`src/rtl/btn_gesture.sv`:
```
// Press-gesture classifier: turns debounced press/level into short, double and
// long press pulses and steps the LED mode register accordingly.
module btn_gesture #(
  parameter int LONG_CYC = 8,
  parameter int GAP_CYC  = 5,
  parameter int MODES    = 4,
  localparam int MODE_W  = $clog2(MODES)
) (
  input  logic              clk,
  input  logic              reset_n,
  input  logic              btn_level,
  input  logic              btn_press,
  output logic              short_press,
  output logic              double_press,
  output logic              long_press,
  output logic [MODE_W-1:0] led_mode,
  output logic              busy,
  output logic [2:0]        fsm_state
);

  localparam int T_MAX   = (LONG_CYC > GAP_CYC) ? LONG_CYC : GAP_CYC;
  localparam int TIMER_W = $clog2(T_MAX);

  localparam logic [TIMER_W-1:0] LONG_LAST = TIMER_W'(LONG_CYC - 1);
  localparam logic [TIMER_W-1:0] GAP_LAST  = TIMER_W'(GAP_CYC - 1);
  localparam logic [MODE_W-1:0]  MODE_LAST = MODE_W'(MODES - 1);

  typedef enum logic [2:0] {
    IDLE      = 3'd0,
    HELD1     = 3'd1,
    WAIT2     = 3'd2,
    HELD2     = 3'd3,
    LONG_WAIT = 3'd4
  } state_t;

  state_t              state, state_next;
  logic [TIMER_W-1:0]  timer, timer_next;
  logic                short_next, double_next, long_next;
  logic [MODE_W-1:0]   mode_next;

  assign fsm_state = state;

  always_ff @(posedge clk or negedge reset_n) begin
    if (!reset_n) begin
      state        <= IDLE;
      timer        <= '0;
      short_press  <= 1'b0;
      double_press <= 1'b0;
      long_press   <= 1'b0;
      led_mode     <= '0;
      busy         <= 1'b0;
    end else begin
      state        <= state_next;
      timer        <= timer_next;
      short_press  <= short_next;
      double_press <= double_next;
      long_press   <= long_next;
      led_mode     <= mode_next;
      busy         <= (state_next != IDLE);
    end
  end

  always_comb begin
    state_next  = state;
    timer_next  = timer;
    short_next  = 1'b0;
    double_next = 1'b0;
    long_next   = 1'b0;
    case (state)
      IDLE: begin
        if (btn_press) begin
          state_next = HELD1;
          timer_next = '0;
        end
      end
      HELD1: begin
        // Release is tested first so a release on the last hold cycle stays short.
        if (!btn_level) begin
          state_next = WAIT2;
          timer_next = '0;
        end else if (timer == LONG_LAST) begin
          long_next  = 1'b1;
          state_next = LONG_WAIT;
        end else begin
          timer_next = timer + TIMER_W'(1);
        end
      end
      WAIT2: begin
        if (btn_press) begin
          double_next = 1'b1;
          state_next  = HELD2;
        end else if (timer == GAP_LAST) begin
          short_next = 1'b1;
          state_next = IDLE;
        end else begin
          timer_next = timer + TIMER_W'(1);
        end
      end
      HELD2, LONG_WAIT: begin
        if (!btn_level) state_next = IDLE;
      end
      default: begin
        state_next = IDLE;
        timer_next = '0;
      end
    endcase
  end

  // Explicit compare-and-wrap keeps non-power-of-two mode counts correct.
  always_comb begin
    mode_next = led_mode;
    if (short_next) begin
      mode_next = (led_mode == MODE_LAST) ? '0 : led_mode + MODE_W'(1);
    end else if (double_next) begin
      mode_next = (led_mode == '0) ? MODE_LAST : led_mode - MODE_W'(1);
    end else if (long_next) begin
      mode_next = '0;
    end
  end

endmodule

```
`config.mk`:
```
export PLATFORM = sky130hd
export DESIGN_NAME = btn_gesture
export DESIGN_NICKNAME = d
export VERILOG_FILES = /design/src/rtl/btn_gesture.sv
export SDC_FILE = /design/constraint.sdc
export NUM_CORES = 1
export LEC_CHECK = 0
export CAP_MARGIN = 20
export CELL_PAD_IN_SITES_DETAIL_PLACEMENT = 1
export CELL_PAD_IN_SITES_GLOBAL_PLACEMENT = 1
export CORE_UTILIZATION = 41
export CTS_CLUSTER_DIAMETER = 100
export DETAILED_ROUTE_END_ITERATION = 8
export GPL_TIMING_DRIVEN = 0
export PLACE_DENSITY = 0.91
export SETUP_SLACK_MARGIN = 0.2
export SLEW_MARGIN = 15
export SYNTH_ARGS = -nofsm -noshare
export SYNTH_HDL_FRONTEND = slang
export SYNTH_SLANG_ARGS = --single-unit
```
`constraint.sdc`:
```
create_clock -name clk -period 2.3 [get_ports clk]
set_input_delay 0.23 -clock clk [delete_from_list [all_inputs] [get_ports clk]]
set_output_delay 0.23 -clock clk [all_outputs]
set_load 0.01 [all_outputs]
```
==> results by group <==
Floorplanning
  – Core Area: between 0.0015 and 0.002 mm^2
  – Starting Density: 46.1%
  – Die width: approximately 44 um
  – Die Ht: 44.1 um
  – Die area: 0.00195 mm^2
  – Placement Rows: 14
  – Ports: 13

Timing
  – Maximum clock rate: 574 MHz
  – Final hold violation count: 0
  – Tcrit/Tclk final: 75.7%
  – Max_slew headroom: between 60% and 70%
  – Fin. max-slew vios: 0
  – Setup Skew: between 2 and 3 ps
  – Hold_ws: roughly 250 ps
  – Fin crit period: approximately 1700 ps
  – Slew @ Worst Pin: around 550 ps
  – Final worst slack: 558 ps
  – RSZ-0062 raised after global routing: no
  – TNS Setup: 0 ps
  – Final setup fails: 0

Logic synthesis
  – Asr flop ratio synth: 100%
  – Top cells by area, synth: dfrtp_1 41%, ha_1 8.6%, nand2b_1 5.2%
  – Post-synth EDFFs: 0
  – Count of cell types in the netlist: 28
  – Seq/Total Area, Yosys: 41.3%
  – Library cell with the largest summed area after synthesis: dfrtp_1
  – Syn avg cell area: between 9 and 10 um^2
  – Primary FF master, synth: dfrtp_1
  – Flops & latches, synth: 12
  – Yosys top cell area share: roughly 41%
  – Post-synthesis cell area: 727 um^2
  – Cells after Synth: 73
  – Post-synthesis net count: 82
  – Warnings, synthesis: 0

Setup path
  – CP Capture Type: flop
  – Most used cell, CP: ha_1
  – CP cell instances: ha_1 > ha_1 > nand2b_1 > o22ai_2 > a211oi_2 > mux2i_1
  – CP Buf/Inv Count: 0
  – CP Launch Type: flop
  – Slowest stage delay, CP: 390 ps
  – CP arrival: roughly 2000 ps
  – CP top delay family: compound AO/OA/AOI/OAI gates
  – Crit path max-delay cell type: dfrtp_1
  – Worst setup path class: flop to flop
  – CP Data Required Time: roughly 2500 ps
  – Crit Path Max Fanout: 3

Place
  – Setup WS pre-CTS: between 500 and 600 ps
  – Placed Cells: 100
  – # port buffers: 11
  – Placer Congestion: around 0.84
  – HPWL after DPL: 1180 um

Detailed routing
  – Vias: just under 600
  – Vias per cell: ~5.6
  – DR WL/cell: between 10 and 15 um
  – ANT nets after route: 0
  – DR pass1 iterations: 2
  – DRT iter0 DRCs: 1
  – DRT Wirelength: roughly 1500 um
  – Residual DRC: 0

GRT
  – GRT Overall Usage: 19.6%
  – Initial antenna violation count: 0
  – Largest net degree at the start of global routing: 13
  – Vias in the first global route: a little over 600
  – Grt total ovfl: 0
  – First-pass GRT wire length: approximately 2700 um

Power and ir drop
  – Logic pwr share: between 40% and 50%
  – Cell internal pwr: about 0.55 mW
  – Sw Ratio: 36.0%
  – Peak supply drop: about 0.46 mV
  – Clk pwr share: around 20%
  – Switching power: approximately 0.31 mW
  – Seq pwr share: 34.9%
  – Lkg Pwr: around 0.41 nW
  – Power Density: slightly below 1000 mW/mm^2
  – Design Power: 0.862 mW

CTS
  – Sink Count: 12
  – Clock latency on the worst-skew pair: roughly 280 ps
  – CTS tree: yes
  – Cts repair resizes: 0
  – Clock buffer depth: 2
  – CTS Hold Bufs: 0
  – Root Buffer: clkbuf_4
  – Setup bufs post-CTS: 0
  – Cts bufs inserted: 3
  – Clock transition at the registers of the reported paths: 80 ps
  – Max H-tree Level: 1

Run status
  – Status: finished, final reports clean

Cells and area
  – P&R area growth vs syn: 22.9%
  – Nets: a little under 100
  – Most frequent cells in the layout: 12 x dfrtp_1, 11 x clkdlybuf4s50_1, 7 x inv_1, 6 x nand2b_1, 6 x nand2_1
  – Leading cell type in the layout, fill and taps excluded: dfrtp_1
  – Layout cells sized above 1: 15.9%
  – Finished Layout Cells: approximately 100
  – Diode count: 0

Min path
  – Hold Path Class: primary input to flop

Flow run
  – Max cap viols: 0
[registers in the layout, summed over array words and instances, names as in the netlist]
signal / cells
busy: 1
double_press: 1
fsm_state: 3
led_mode: 2
long_press: 1
short_press: 1
timer: 3
[stage by stage]
stage                     cell area (um^2)  utilization (%)
after floorplan                        727                -
after global placement                 857             54.4
after detailed placement               857             54.4
after CTS                              893             56.7
after global routing                   893             56.7
final                                  893             56.7
[Yosys cell counts (2+ instances only)]
cell and count:
dfrtp_1 12, inv_1 7, nand2_1 6, nand2b_1 6
a21oi_1 5, ha_1 5, mux2i_1 3, nor2_1 3
nor3_1 3, o21ai_0 3, buf_6 2, o221ai_1 2
[kinds of logic after synthesis]
kind of cell	after synthesis	share of synthesized area, %
AO/OA/AOI/OAI	16	15.5
adder cells (fa/ha/maj)	5	8.61
buffers and inverters	11	8.43
flip-flops	12	41.3
multiplexers	4	5.68
AND/OR/NAND/NOR	25	20.5
[per-layer routing]
layer / GRT usage, % / routed length (um) / vias to the layer above
met4: 10.3 / 45 / 0
met1: 23.3 / 651 / 280
met5: 0 / 0 / -
met3: 2.86 / 49 / 7
li1: - / - / 285
met2: 34.1 / 796 / 13
[power by group through the flow]
stage                     clock network (mW)  registers (mW)  logic (mW)
after detailed placement                   0           0.306       0.393
after global placement                     0           0.301       0.374
after floorplan                            0           0.318       0.238
after global routing                   0.187           0.307       0.438
final                                  0.172           0.300       0.390
after CTS                              0.174           0.302       0.398
[cell type report]
type / instances / area (um^2)
fill: 188 / 683
clock buffer: 4 / 36.3
buffer: 4 / 35.0
timing repair buffer: 11 / 110
inverter: 7 / 26.3
sequential: 12 / 300
multi-input combinational: 50 / 365
tap: 16 / 20.0
[worst paths after layout]
kind	depth (start not counted)	slack (ps)	endpoint	startpoint
hold reg to reg	2	560	timer[1]$_DFFE_PN0P_	timer[1]$_DFFE_PN0P_
setup / recovery	6	560	timer[1]$_DFFE_PN0P_	timer[0]$_DFFE_PN0P_
hold / removal	2	250	short_press$_DFF_PN0_	btn_press
max in group asynchronous	1	1630	timer[0]$_DFFE_PN0P_	reset_n
setup reg to reg	6	560	timer[1]$_DFFE_PN0P_	timer[0]$_DFFE_PN0P_
min in group asynchronous	1	300	long_press$_DFF_PN0_	reset_n
Power figures use the tool's default switching activity.
